<file path="config.mk">
export PLATFORM = sky130hd
export DESIGN_NAME = multi_button_shaper
export DESIGN_NICKNAME = d
export VERILOG_FILES = /design/src/rtl/button_pkg.sv /design/src/rtl/button_shaper_ch.sv /design/src/rtl/multi_button_shaper.sv
export SDC_FILE = /design/constraint.sdc
export NUM_CORES = 1
export LEC_CHECK = 0
export ABC_AREA = 1
export ABC_CLOCK_PERIOD_IN_PS = 4700
export CORE_ASPECT_RATIO = 0.8
export CORE_MARGIN = 3
export CORE_UTILIZATION = 35
export DETAILED_ROUTE_END_ITERATION = 8
export GPL_TIMING_DRIVEN = 0
export PLACE_DENSITY = 0.59
export SETUP_SLACK_MARGIN = 0.2
export SYNTH_ARGS = -nofsm -noshare
export SYNTH_HDL_FRONTEND = slang
export SYNTH_SLANG_ARGS = --single-unit
</file>
<file path="constraint.sdc">
create_clock -name clk -period 4.7 [get_ports clk]
set_clock_uncertainty 0.1 [all_clocks]
set_input_delay 0.94 -clock clk [delete_from_list [all_inputs] [get_ports clk]]
set_output_delay 0.94 -clock clk [all_outputs]
set_load 0.05 [all_outputs]
</file>
<file path="src/rtl/button_pkg.sv">
// Shared definitions for the button shaper: per-channel FSM encoding,
// a constant clog2-style width helper, and the inactive-level helper.
package button_pkg;

    typedef enum logic [2:0] {
        ST_IDLE     = 3'd0,
        ST_PRESS_DB = 3'd1,
        ST_PULSE    = 3'd2,
        ST_HELD     = 3'd3,
        ST_REL_DB   = 3'd4
    } btn_state_e;

    // Bits needed to hold values 0..value-1 (minimum 1).
    function automatic int clog2_width(input int value);
        int w;
        w = 1;
        while ((1 << w) < value) w++;
        return w;
    endfunction

    // Raw level of a released button.
    function automatic logic inactive_level(input int active_low);
        return (active_low != 0);
    endfunction

endpackage

</file>
<file path="src/rtl/button_shaper_ch.sv">
// One button channel: 2-flop synchronizer, debounce FSM and counter.
// Auto-repeat counter is built only when AUTO_REPEAT_EN is defined.
module button_shaper_ch
    import button_pkg::*;
#(
    parameter int DEBOUNCE_CYCLES = 16,
    parameter int ACTIVE_LOW      = 1,
    parameter int REPEAT_DELAY    = 1000,
    parameter int REPEAT_PERIOD   = 250
) (
    input  logic clk,
    input  logic rst,
    input  logic b_raw,
    output logic b_pulse,
    output logic b_held
);
    localparam int            CW       = clog2_width(DEBOUNCE_CYCLES + 1);
    localparam logic          IDLE_LVL = inactive_level(ACTIVE_LOW);
    localparam logic [CW-1:0] CNT_MAX  = CW'(DEBOUNCE_CYCLES);

    logic          sync_q1, sync_q2, act;
    btn_state_e    state, state_nxt;
    logic [CW-1:0] cnt, cnt_nxt, cnt_inc;
    logic          rep_hit, pulse_nxt, held_nxt;

    always_ff @(posedge clk or negedge rst) begin
        if (!rst) begin
            sync_q1 <= IDLE_LVL;
            sync_q2 <= IDLE_LVL;
        end else begin
            sync_q1 <= b_raw;
            sync_q2 <= sync_q1;
        end
    end

    assign act     = (sync_q2 != IDLE_LVL);
    assign cnt_inc = (cnt == CNT_MAX) ? cnt : cnt + 1'b1;

    always_ff @(posedge clk or negedge rst) begin
        if (!rst) begin
            state <= ST_IDLE;
            cnt   <= '0;
        end else begin
            state <= state_nxt;
            cnt   <= cnt_nxt;
        end
    end

    always_comb begin
        state_nxt = state;
        cnt_nxt   = cnt;
        case (state)
            ST_IDLE: if (act) begin
                state_nxt = ST_PRESS_DB;
                cnt_nxt   = CW'(1);
            end
            ST_PRESS_DB: if (!act) begin
                state_nxt = ST_IDLE;
                cnt_nxt   = '0;
            end else if (cnt_inc == CNT_MAX) begin
                state_nxt = ST_PULSE;
                cnt_nxt   = '0;
            end else begin
                cnt_nxt   = cnt_inc;
            end
            ST_PULSE: state_nxt = ST_HELD;
            ST_HELD: if (!act) begin
                state_nxt = ST_REL_DB;
                cnt_nxt   = CW'(1);
            end
            ST_REL_DB: if (act) begin
                state_nxt = ST_HELD;
                cnt_nxt   = '0;
            end else if (cnt_inc == CNT_MAX) begin
                state_nxt = ST_IDLE;
                cnt_nxt   = '0;
            end else begin
                cnt_nxt   = cnt_inc;
            end
            default: begin
                state_nxt = ST_IDLE;
                cnt_nxt   = '0;
            end
        endcase
    end

    always_comb begin
        pulse_nxt = (state == ST_PULSE) || rep_hit;
        held_nxt  = (state == ST_HELD) || (state == ST_REL_DB);
    end

    // Registered outputs add the final cycle of edge-to-pulse latency.
    always_ff @(posedge clk or negedge rst) begin
        if (!rst) begin
            b_pulse <= 1'b0;
            b_held  <= 1'b0;
        end else begin
            b_pulse <= pulse_nxt;
            b_held  <= held_nxt;
        end
    end

`ifdef AUTO_REPEAT_EN
    localparam int RMAX = (REPEAT_DELAY > REPEAT_PERIOD) ? REPEAT_DELAY : REPEAT_PERIOD;
    localparam int RW   = clog2_width(RMAX + 1);

    logic [RW-1:0] rep_cnt, rep_target;
    logic          rep_phase;

    // First hit waits REPEAT_DELAY, later hits REPEAT_PERIOD.
    assign rep_target = rep_phase ? RW'(REPEAT_PERIOD) : RW'(REPEAT_DELAY);
    assign rep_hit    = (state == ST_HELD) && (rep_cnt == rep_target);

    always_ff @(posedge clk or negedge rst) begin
        if (!rst) begin
            rep_cnt   <= '0;
            rep_phase <= 1'b0;
        end else if (state == ST_HELD) begin
            if (rep_hit) begin
                rep_cnt   <= RW'(1);
                rep_phase <= 1'b1;
            end else begin
                rep_cnt   <= rep_cnt + 1'b1;
            end
        end else if (state != ST_REL_DB) begin
            rep_cnt   <= '0;
            rep_phase <= 1'b0;
        end
    end
`else
    logic unused_repeat;
    assign rep_hit       = 1'b0;
    assign unused_repeat = ^{REPEAT_DELAY, REPEAT_PERIOD};
`endif

endmodule

</file>
<file path="src/rtl/multi_button_shaper.sv">
// N_CH independent debounced button channels with press pulse and held level.
// Optional auto-repeat pulses are enabled by defining AUTO_REPEAT_EN.
module multi_button_shaper #(
    parameter int N_CH            = 4,
    parameter int DEBOUNCE_CYCLES = 16,
    parameter int ACTIVE_LOW      = 1,
    parameter int REPEAT_DELAY    = 1000,
    parameter int REPEAT_PERIOD   = 250
) (
    input  logic            clk,
    input  logic            rst,
    input  logic [N_CH-1:0] b_in,
    output logic [N_CH-1:0] b_pulse,
    output logic [N_CH-1:0] b_held
);

    for (genvar i = 0; i < N_CH; i++) begin : g_ch
        button_shaper_ch #(
            .DEBOUNCE_CYCLES(DEBOUNCE_CYCLES),
            .ACTIVE_LOW     (ACTIVE_LOW),
            .REPEAT_DELAY   (REPEAT_DELAY),
            .REPEAT_PERIOD  (REPEAT_PERIOD)
        ) u_ch (
            .clk    (clk),
            .rst    (rst),
            .b_raw  (b_in[i]),
            .b_pulse(b_pulse[i]),
            .b_held (b_held[i])
        );
    end

endmodule

</file>
### Word level (Yosys, flattened, before mapping)

Index checks and enable logic that the tools add are counted.
W data, S select, Z words.

| cells by class | value |
|---|---|
| add/subtract/negate cells | 4 |
| multiplexer cells | 56 |
| bitwise operators | 4 |
| reduce and logical (&&, ||, !) cells | 16 |
| eq/ne operators | 40 |

Operators by type and width:

| operator | number |
|---|---|
| $mux W5 | 24 |
| $pmux W5 S5 | 4 |
| $mux W3 | 24 |
| $pmux W3 S5 | 4 |
| $eq A5 B5 Y1 const B | 8 |
| $eq A3 B2 Y1 const B | 8 |
| $add A5 B1 Y5 const B | 4 |
| $reduce_and A4 Y1 | 4 |
| $eq A3 B1 Y1 const B | 4 |
| $eq A3 B3 Y1 const B | 4 |
| $logic_not A3 Y1 | 4 |
| $ne A3 B1 Y1 const B | 4 |
| $ne A3 B3 Y1 const B | 4 |
| $reduce_and A3 Y1 | 4 |
| $ne A2 B1 Y1 const B | 4 |
| $ne A2 B2 Y1 const B | 4 |
| $logic_or A1 B1 Y1 | 4 |
| $not A1 Y1 | 4 |

| word-level totals | value |
|---|---|
| flip-flop bits (word level) | 48 |
| logic and storage cells | 144 |
| input bits | 6 |
| output and inout port bits | 8 |

### Longest topological paths before layout

Gate-level depths: netlist (run 1).

| depth | value |
|---|---|
| depth in word-level cells | 6 |
| depth in mapped cells | 13 |
| mapped depth without buffers | 13 |

### By module

A second synthesis (run 1) with hierarchy kept.

| second synthesis, totals | value |
|---|---|
| cells, all modules | 350 |
| area, all modules | 2725.1 µm² |

By module, submodules not included:

| module | cells each | area each (µm²) | instances | sequential area each (µm²) |
|---|---|---|---|---|
| button_shaper_ch at g_ch[1].u_ch ... | 90 | 683.2 | 2 | 302.8 |
| button_shaper_ch at g_ch[0].u_ch | 85 | 695.7 | 1 | 302.8 |
| button_shaper_ch at g_ch[3].u_ch | 85 | 663.1 | 1 | 302.8 |

### Worst setup path before layout (run 1)

OpenSTA, ideal clock, no wires.

| timing | value |
|---|---|
| path type | register to output |
| start | register g_ch[0].u_ch.b_held |
| end | output b_held[0] |
| cell stages (with the launch flop) | 2 |
| slack | 3145 ps |
| required time | 3660 ps |
| path buffers | 1 |
| arrival | 515 ps |
| cell sequence | dfrtp_1 > buf_4 |

RTL lines:

| what | line | RTL |
|---|---|---|
| start: declaration | button_shaper_ch.sv:15 | `output logic b_held` |
| start signal: assignment | button_shaper_ch.sv:99 | `b_held <= held_nxt;` |
| end: declaration | multi_button_shaper.sv:14 | `output logic [N_CH-1:0] b_held` |

No word-level cell between the ends.

### Worst setup path in the final report (run 1)

| timing | value |
|---|---|
| start | register g_ch[3].u_ch.b_held |
| end | output b_held[3] |

RTL lines:

| what | line |
|---|---|
| start: declaration | button_shaper_ch.sv:15 |
| start signal: assignment | button_shaper_ch.sv:99 |

No word-level cell between the ends.

==> results of run 1 <==
==> sequential cells by signal (all words and copies together) (netlist names) <==
name / cells
g_ch.u_ch.b_pulse: 4
g_ch.u_ch.cnt: 20
g_ch.u_ch.b_held: 4
g_ch.u_ch.sync_q1: 4
g_ch.u_ch.state: 12
g_ch.u_ch.sync_q2: 4
==> critical path, delay by kind of cell (launching register included) <==
family | cells | cell delay, ns
buf+inv | 2 | 0.88
flops | 1 | 0.33
==> per-stage QoR <==
stage / std cells / util [%] / cell area [um^2] / hold slack (ns) / setup slack [ns]
final: 452 / 42.1 / 2990 / 0.259 / 2.16
after floorplan: 343 / - / 2640 / 0.245 / 3.15
after global placement: 443 / 40.6 / 2880 / 0.246 / 1.13
after global routing: 452 / 42.1 / 2990 / 0.265 / 2.10
after detailed placement: 444 / 40.8 / 2900 / 0.248 / 2.47
after CTS: 452 / 42.1 / 2990 / 0.261 / 2.13
==> cell families (layout without fill, tap and decap cells) <==
logic type,count (synthesis),after routing
and+or+nand+nor,177,177
AOI/OAI and AO/OA,42,42
DFF,48,48
buffers and inverters,64,86
adders and majority gates,8,8
xor gates and xnor gates,4,4
==> synth_stat cells <==
| master | number | share of area [%] |
|---|---|---|
| a21oi_1 | 4 | 0.76 |
| buf_4 | 8 | 2.3 |
| clkinv_1 | 2 | 0.28 |
| dfrtp_1 | 40 | 38 |
| dfstp_2 | 8 | 8.0 |
| ha_1 | 8 | 3.8 |
| inv_1 | 52 | 7.4 |
| inv_2 | 2 | 0.28 |
| nand2_1 | 93 | 13 |
| nand2_2 | 7 | 1.7 |
| nand3_1 | 33 | 6.3 |
| nand3b_1 | 3 | 0.85 |
| nand4_1 | 10 | 2.4 |
| nor2_1 | 25 | 3.6 |
| nor2_2 | 5 | 1.2 |
| nor3_2 | 1 | 0.38 |
| o211ai_1 | 1 | 0.28 |
| o21ai_0 | 19 | 3.6 |
| o21ai_1 | 4 | 0.76 |
| o21ai_2 | 6 | 2.0 |
| o22ai_1 | 7 | 1.7 |
| o31ai_1 | 1 | 0.28 |
| xor2_1 | 4 | 1.3 |
==> worst min path at each step <==
| stage | from | end | slack [ns] | cells after the start |
|---|---|---|---|---|
| finish | g_ch[3].u_ch.sync_q1 | g_ch[3].u_ch.sync_q2 | 0.26 | 0 |
| detailed placement | g_ch[2].u_ch.sync_q1 | g_ch[2].u_ch.sync_q2 | 0.25 | 0 |
| floorplan | g_ch[0].u_ch.sync_q1 | g_ch[0].u_ch.sync_q2 | 0.25 | 0 |
| global placement | g_ch[0].u_ch.sync_q1 | g_ch[0].u_ch.sync_q2 | 0.25 | 0 |
| CTS | g_ch[2].u_ch.sync_q1 | g_ch[2].u_ch.sync_q2 | 0.26 | 0 |
| global route | g_ch[3].u_ch.sync_q1 | g_ch[3].u_ch.sync_q2 | 0.26 | 0 |
==> metal layers <==
metal / share of wire (%) / routed length (um)
met5: 0 / 0
met4: 1.3 / 60
met3: 3.3 / 154
met2: 44 / 2050
met1: 51 / 2350
==> layout make-up <==
cell class	instances	share of cell area [%]
sequential	48	40.5
multi-input combinational	231	38.8
tap	87	3.64
buffer	8	2.01
clock inverter	1	0.251
clock buffer	7	2.89
inverter	56	7.03
timing repair buffer	14	4.86
==> power groups by stage <==
| stage | combinational, W | sequential, W | clock [W] |
|---|---|---|---|
| after detailed placement | 0.000813 | 0.000640 | 0 |
| after CTS | 0.000819 | 0.000631 | 0.000272 |
| after floorplan | 0.000645 | 0.000613 | 0 |
| after global routing | 0.000928 | 0.000649 | 0.000283 |
| after global placement | 0.000806 | 0.000637 | 0 |
| final | 0.000812 | 0.000632 | 0.000256 |
==> impl_metrics.env, run 1 <==
export IMPL_drt_initial_drc_count=62
export IMPL_required_ns=3.66
export IMPL_slew_limit_headroom_pct=60.8
export IMPL_die_x_um=103
export IMPL_cts_hold_buf=0
export IMPL_dpl_hpwl_mm=3.53
export IMPL_cap_violations=0
export IMPL_hold_viol=0
export IMPL_r2r_start="g_ch[1].u_ch.cnt[0]"
export IMPL_synth_fa_ha_area_share_pct=3.79
export IMPL_rr_worst_depth=12
export IMPL_ys_ff_latch=48
export IMPL_slowest_stage="clkdlybuf4s50_1"
export IMPL_ios=14
export IMPL_cts_sinks=48
export IMPL_synth_area_mm2=0.00264
export IMPL_synth_area_mux_share_pct=0
export IMPL_insertion_delay_ns=0.30
export IMPL_core_area_mm2=0.00709
export IMPL_leakage_nw=1.55
export IMPL_max_stage_delay_ns=0.79
export IMPL_area_delta_synth_final_pct=13.2
export IMPL_path_max_fanout=1
export IMPL_grt_pass1_vias=1999
export IMPL_antenna_found_initial=0
export IMPL_arrival_ns=1.50
export IMPL_top_usage_layer="met2"
export IMPL_seq_area_frac_synth_pct=45.9
export IMPL_cts_htree_levels=2
export IMPL_initial_core_util_pct=37.2
export IMPL_synth_top_family_by_area="simple AND/OR/NAND/NOR gates"
export IMPL_use_met2_pct=18.3
export IMPL_endpoint="b_held[3]"
export IMPL_drc=0
export IMPL_drv_slew=0
export IMPL_synth_yosys_warnings=0
export IMPL_grt_first_pass_wirelength_mm=8.41
export IMPL_ir_drop_mv=0.159
export IMPL_synth_cells=343
export IMPL_tightest_slew_ns=0.588
export IMPL_fill_cells=712
export IMPL_die_area_mm2=0.00863
export IMPL_clockBufferDepth=2
export IMPL_drt_wirelength_per_cell_um=10.2
export IMPL_reg2reg_to="g_ch[1].u_ch.state[0]"
export IMPL_die_h_um=83.7
export IMPL_dr_pass1_iters=4
export IMPL_final_nets=378
export IMPL_rsz0062_at_grt="false"
export IMPL_multiInputGateArea_mm2=0.00116
export IMPL_synth_xor_area_share_pct=1.33
export IMPL_finalSetupViolCount=0
export IMPL_pwr_share_clk_pct=15.0
export IMPL_via_per_inst=4.73
export IMPL_num_vias=2136
export IMPL_fin_crit_sh_pct=54.1
export IMPL_met1_usage_pct=16.1
export IMPL_yosys_area_share_simple_pct=29.5
export IMPL_setup_tns_ns=0
export IMPL_port_buffers=13
export IMPL_startpoint="g_ch[3].u_ch.b_held"
export IMPL_synth_compound_area_share_pct=9.33
export IMPL_rows=27
export IMPL_clk_pin_slew_ns=0.08
export IMPL_n_antenna_cell=0
export IMPL_wirelength_mm=4.61
export IMPL_cts_made_buffers=5
export IMPL_seq_area_mm2=0.00121
export IMPL_crit_type="flip-flop to output pin"
export IMPL_layout_drive_gt1_share_pct=12.6
export IMPL_ff2ff_setup_slack_ns=2.95
export IMPL_max_freq_ghz=0.393
export IMPL_fin_crit_ns=2.54
export IMPL_gr_total_overflow=0
export IMPL_track_usage_pct=11.8
export IMPL_mostFrequentLayoutCell="nand2_1"
export IMPL_startpoint_type="flip-flop"
export IMPL_cts_tree="yes"
export IMPL_layout_common_cells="nand2_1 (93), inv_1 (52), dfrtp_1 (40)"
export IMPL_ant_nets=0
export IMPL_crit_chain="buf_4 > clkdlybuf4s50_1"
export IMPL_p_sw_share_pct=44.8
export IMPL_pwr_share_seq_pct=37.2
export IMPL_grtUsageMet3_pct=2.51
export IMPL_postCtsSetupRepairBufs=0
export IMPL_critPathCaptureType="output pin"
export IMPL_cts_resized=0
export IMPL_hold_class="flip-flop to flip-flop"
export IMPL_p_per_area_mw_per_mm2=568
export IMPL_p_sw_w=0.000761
export IMPL_root_buffer="clkbuf_8"
export IMPL_yosys_cell_types_count=23
export IMPL_internal_power_w=0.000939
export IMPL_grt_max_degree=27
export IMPL_outcome="complete, no violations"
export IMPL_postSynthAreaPerCell_um2=7.70
export IMPL_power_frac_comb_pct=47.8
export IMPL_gp_congestion=0.805
export IMPL_syn_nets=357
export IMPL_power_w=0.00170
Power figures use the tool's default switching activity.
==> run 2, diff against run 1 <==
--- a/config.mk
+++ b/config.mk
@@ -6,13 +6,13 @@
 export NUM_CORES = 1
 export LEC_CHECK = 0
 export ABC_AREA = 1
-export ABC_CLOCK_PERIOD_IN_PS = 4700
+export ABC_CLOCK_PERIOD_IN_PS = 2130
 export CORE_ASPECT_RATIO = 0.8
 export CORE_MARGIN = 3
 export CORE_UTILIZATION = 35
 export DETAILED_ROUTE_END_ITERATION = 8
 export GPL_TIMING_DRIVEN = 0
-export PLACE_DENSITY = 0.59
+export PLACE_DENSITY = 0.61
 export SETUP_SLACK_MARGIN = 0.2
 export SYNTH_ARGS = -nofsm -noshare
 export SYNTH_HDL_FRONTEND = slang
==> constraint.sdc (replaced) <==
create_clock -name clk -period 2.13 [get_ports clk]
set_clock_uncertainty 0.1 [all_clocks]
set_input_delay 0.426 -clock clk [delete_from_list [all_inputs] [get_ports clk]]
set_output_delay 0.426 -clock clk [all_outputs]
set_load 0.05 [all_outputs]
==> run 2 against run 1 <==
  * Sequential cell count unchanged
  * Worst setup slack worse by 1.8 ns
  * Via count rose by 1.6%
  * First-iteration DRC count increased by 11%
  * Total power is 130% higher
  * Clock-buffer cell count unchanged
  * Sequential share of layout area is 0.45 points lower
  * Final cell count stayed put
  * Critical path depth stayed put
  * Largest cell class unchanged
==> impl_metrics.env, run 2 (same netlist as run 1, synthesis figures left out) <==
export IMPL_reg2reg_to="g_ch[0].u_ch.state[2]"
export IMPL_antenna_found_initial=0
export IMPL_outcome="complete, no violations"
export IMPL_dr_pass1_iters=4
export IMPL_rr_worst_depth=13
export IMPL_whs_ns=0.0162
export IMPL_clk_pin_slew_ns=0.09
export IMPL_tightest_slew_ns=0.589
export IMPL_num_vias=2170
export IMPL_cts_made_buffers=5
export IMPL_initial_core_util_pct=37.2
export IMPL_area_delta_synth_final_pct=14.4
export IMPL_fin_crit_ns=1.77
export IMPL_ir_drop_mv=0.444
export IMPL_track_usage_pct=12.1
export IMPL_leakage_nw=1.61
export IMPL_drt_wirelength_per_cell_um=10.2
export IMPL_gp_congestion=0.875
export IMPL_critPathCaptureType="output pin"
export IMPL_top_regs="g_ch.u_ch.cnt x20, g_ch.u_ch.state x12"
export IMPL_endpoint="b_held[2]"
export IMPL_hold_viol=0
export IMPL_largest_register="g_ch.u_ch.cnt"
export IMPL_rows=27
export IMPL_ios=14
export IMPL_drc=0
export IMPL_largest_reg_flops=20
export IMPL_arrival_ns=1.25
export IMPL_grt_max_degree=26
export IMPL_die_x_um=103
export IMPL_finalSetupViolCount=0
export IMPL_layout_common_cells="nand2_1 (93), inv_1 (52), dfrtp_1 (40)"
export IMPL_cts_tree="yes"
export IMPL_mostFrequentLayoutCell="nand2_1"
export IMPL_die_h_um=83.7
export IMPL_postCtsSetupRepairBufs=0
export IMPL_final_nets=378
export IMPL_r2r_start="g_ch[0].u_ch.cnt[0]"
export IMPL_fin_crit_sh_pct=83.1
export IMPL_drv_slew=0
export IMPL_setup_tns_ns=0
export IMPL_gr_total_overflow=0
export IMPL_slew_limit_headroom_pct=60.7
export IMPL_p_per_area_mw_per_mm2=1280
export IMPL_rsz0062_at_grt="false"
export IMPL_dpl_hpwl_mm=3.54
export IMPL_core_area_mm2=0.00709
export IMPL_layout_drive_gt1_share_pct=13.2
export IMPL_fill_cells=715
export IMPL_power_w=0.00387
export IMPL_startpoint_type="flip-flop"
export IMPL_n_antenna_cell=0
export IMPL_cts_hold_buf=0
export IMPL_cts_htree_levels=2
export IMPL_root_buffer="clkbuf_8"
export IMPL_grt_first_pass_wirelength_mm=8.44
export IMPL_max_freq_ghz=0.565
export IMPL_path_max_fanout=1
export IMPL_via_per_inst=4.80
export IMPL_insertion_delay_ns=0.30
export IMPL_ff2ff_setup_slack_ns=0.42
export IMPL_grt_pass1_vias=1963
export IMPL_required_ns=1.60
export IMPL_port_buffers=13
export IMPL_ant_nets=0
export IMPL_cap_violations=0
export IMPL_cts_sinks=48
export IMPL_die_area_mm2=0.00863
export IMPL_hold_class="input port to asynchronous set/reset pin"
export IMPL_drt_initial_drc_count=69
export IMPL_clockBufferDepth=2
export IMPL_wirelength_mm=4.61
export IMPL_crit_type="flip-flop to output pin"
export IMPL_startpoint="g_ch[2].u_ch.b_held"
==> run 2: cell types whose count changed in the layout (fill, tap and decap cells not counted), sizes merged <==
cell,before,now
clkdlybuf4s50,12,4
dlygate4sd2,0,8
bufinv,0,1
clkinvlp,1,0
==> run 2: power breakdown <==
part           switching, W  internal [W]  total [W]
clock              0.000296      0.000414   0.000710
combinational       0.00115      0.000610    0.00176
sequential         0.000232       0.00116    0.00139
==> run 2: layer usage <==
layer  share of wire (%)  vias up  wire (um)  GRT usage [%]
li1                    -     1135          -              -
met3                 3.6        6        165           4.18
met1                  52     1004       2410           16.6
met4                 1.5        0         70           3.88
met2                  43       25       1970           17.6
met5                   0        -          0              0
==> run 2: worst min path at each step <==
stage	end	from
6_report	g_ch[3].u_ch.state[0]	rst
3_5_place_dp	g_ch[0].u_ch.sync_q2	g_ch[0].u_ch.sync_q1
4_1_cts	g_ch[3].u_ch.state[0]	rst
2_1_floorplan	g_ch[0].u_ch.b_held	rst
3_3_place_gp	g_ch[0].u_ch.sync_q2	g_ch[0].u_ch.sync_q1
5_1_grt	g_ch[3].u_ch.cnt[3]	rst
==> run 2: area by class of cell <==
type                       instances  area, um^2  share of cell area [%]
clock inverter                     1        30.0                   0.993
buffer                             8        60.1                    1.99
clock buffer                       7        96.3                    3.19
sequential                        48        1210                    40.1
inverter                          56         210                    6.95
multi-input combinational        231        1160                    38.5
tap                               87         109                    3.60
timing repair buffer              14         143                    4.72
==> run 2: repair_timing <==
action | 4_1_cts | 5_1_grt
endpoints found under the hold margin | 0 | 0
pin swaps | 0 | 0
gates resized for setup | 8 | 1
endpoints found under the setup margin | 8 | 2
==> run 2: worst max-delay path: stages, from the launching register on <==
cell and delay, ns:
dfrtp_1 0.33, buf_4 0.09, dlygate4sd2_1 0.52
==> run 2: stage by stage <==
step                      util [%]  std cells  setup WS [ns]  cell area (um^2)
final                         42.6        452          0.359              3020
after global routing          42.6        452          0.215              3020
after CTS                     42.6        452          0.335              3020
after detailed placement      40.9        444          0.410              2900
after global placement        40.6        443         -0.860              2880
after floorplan                  -        343          0.602              2640
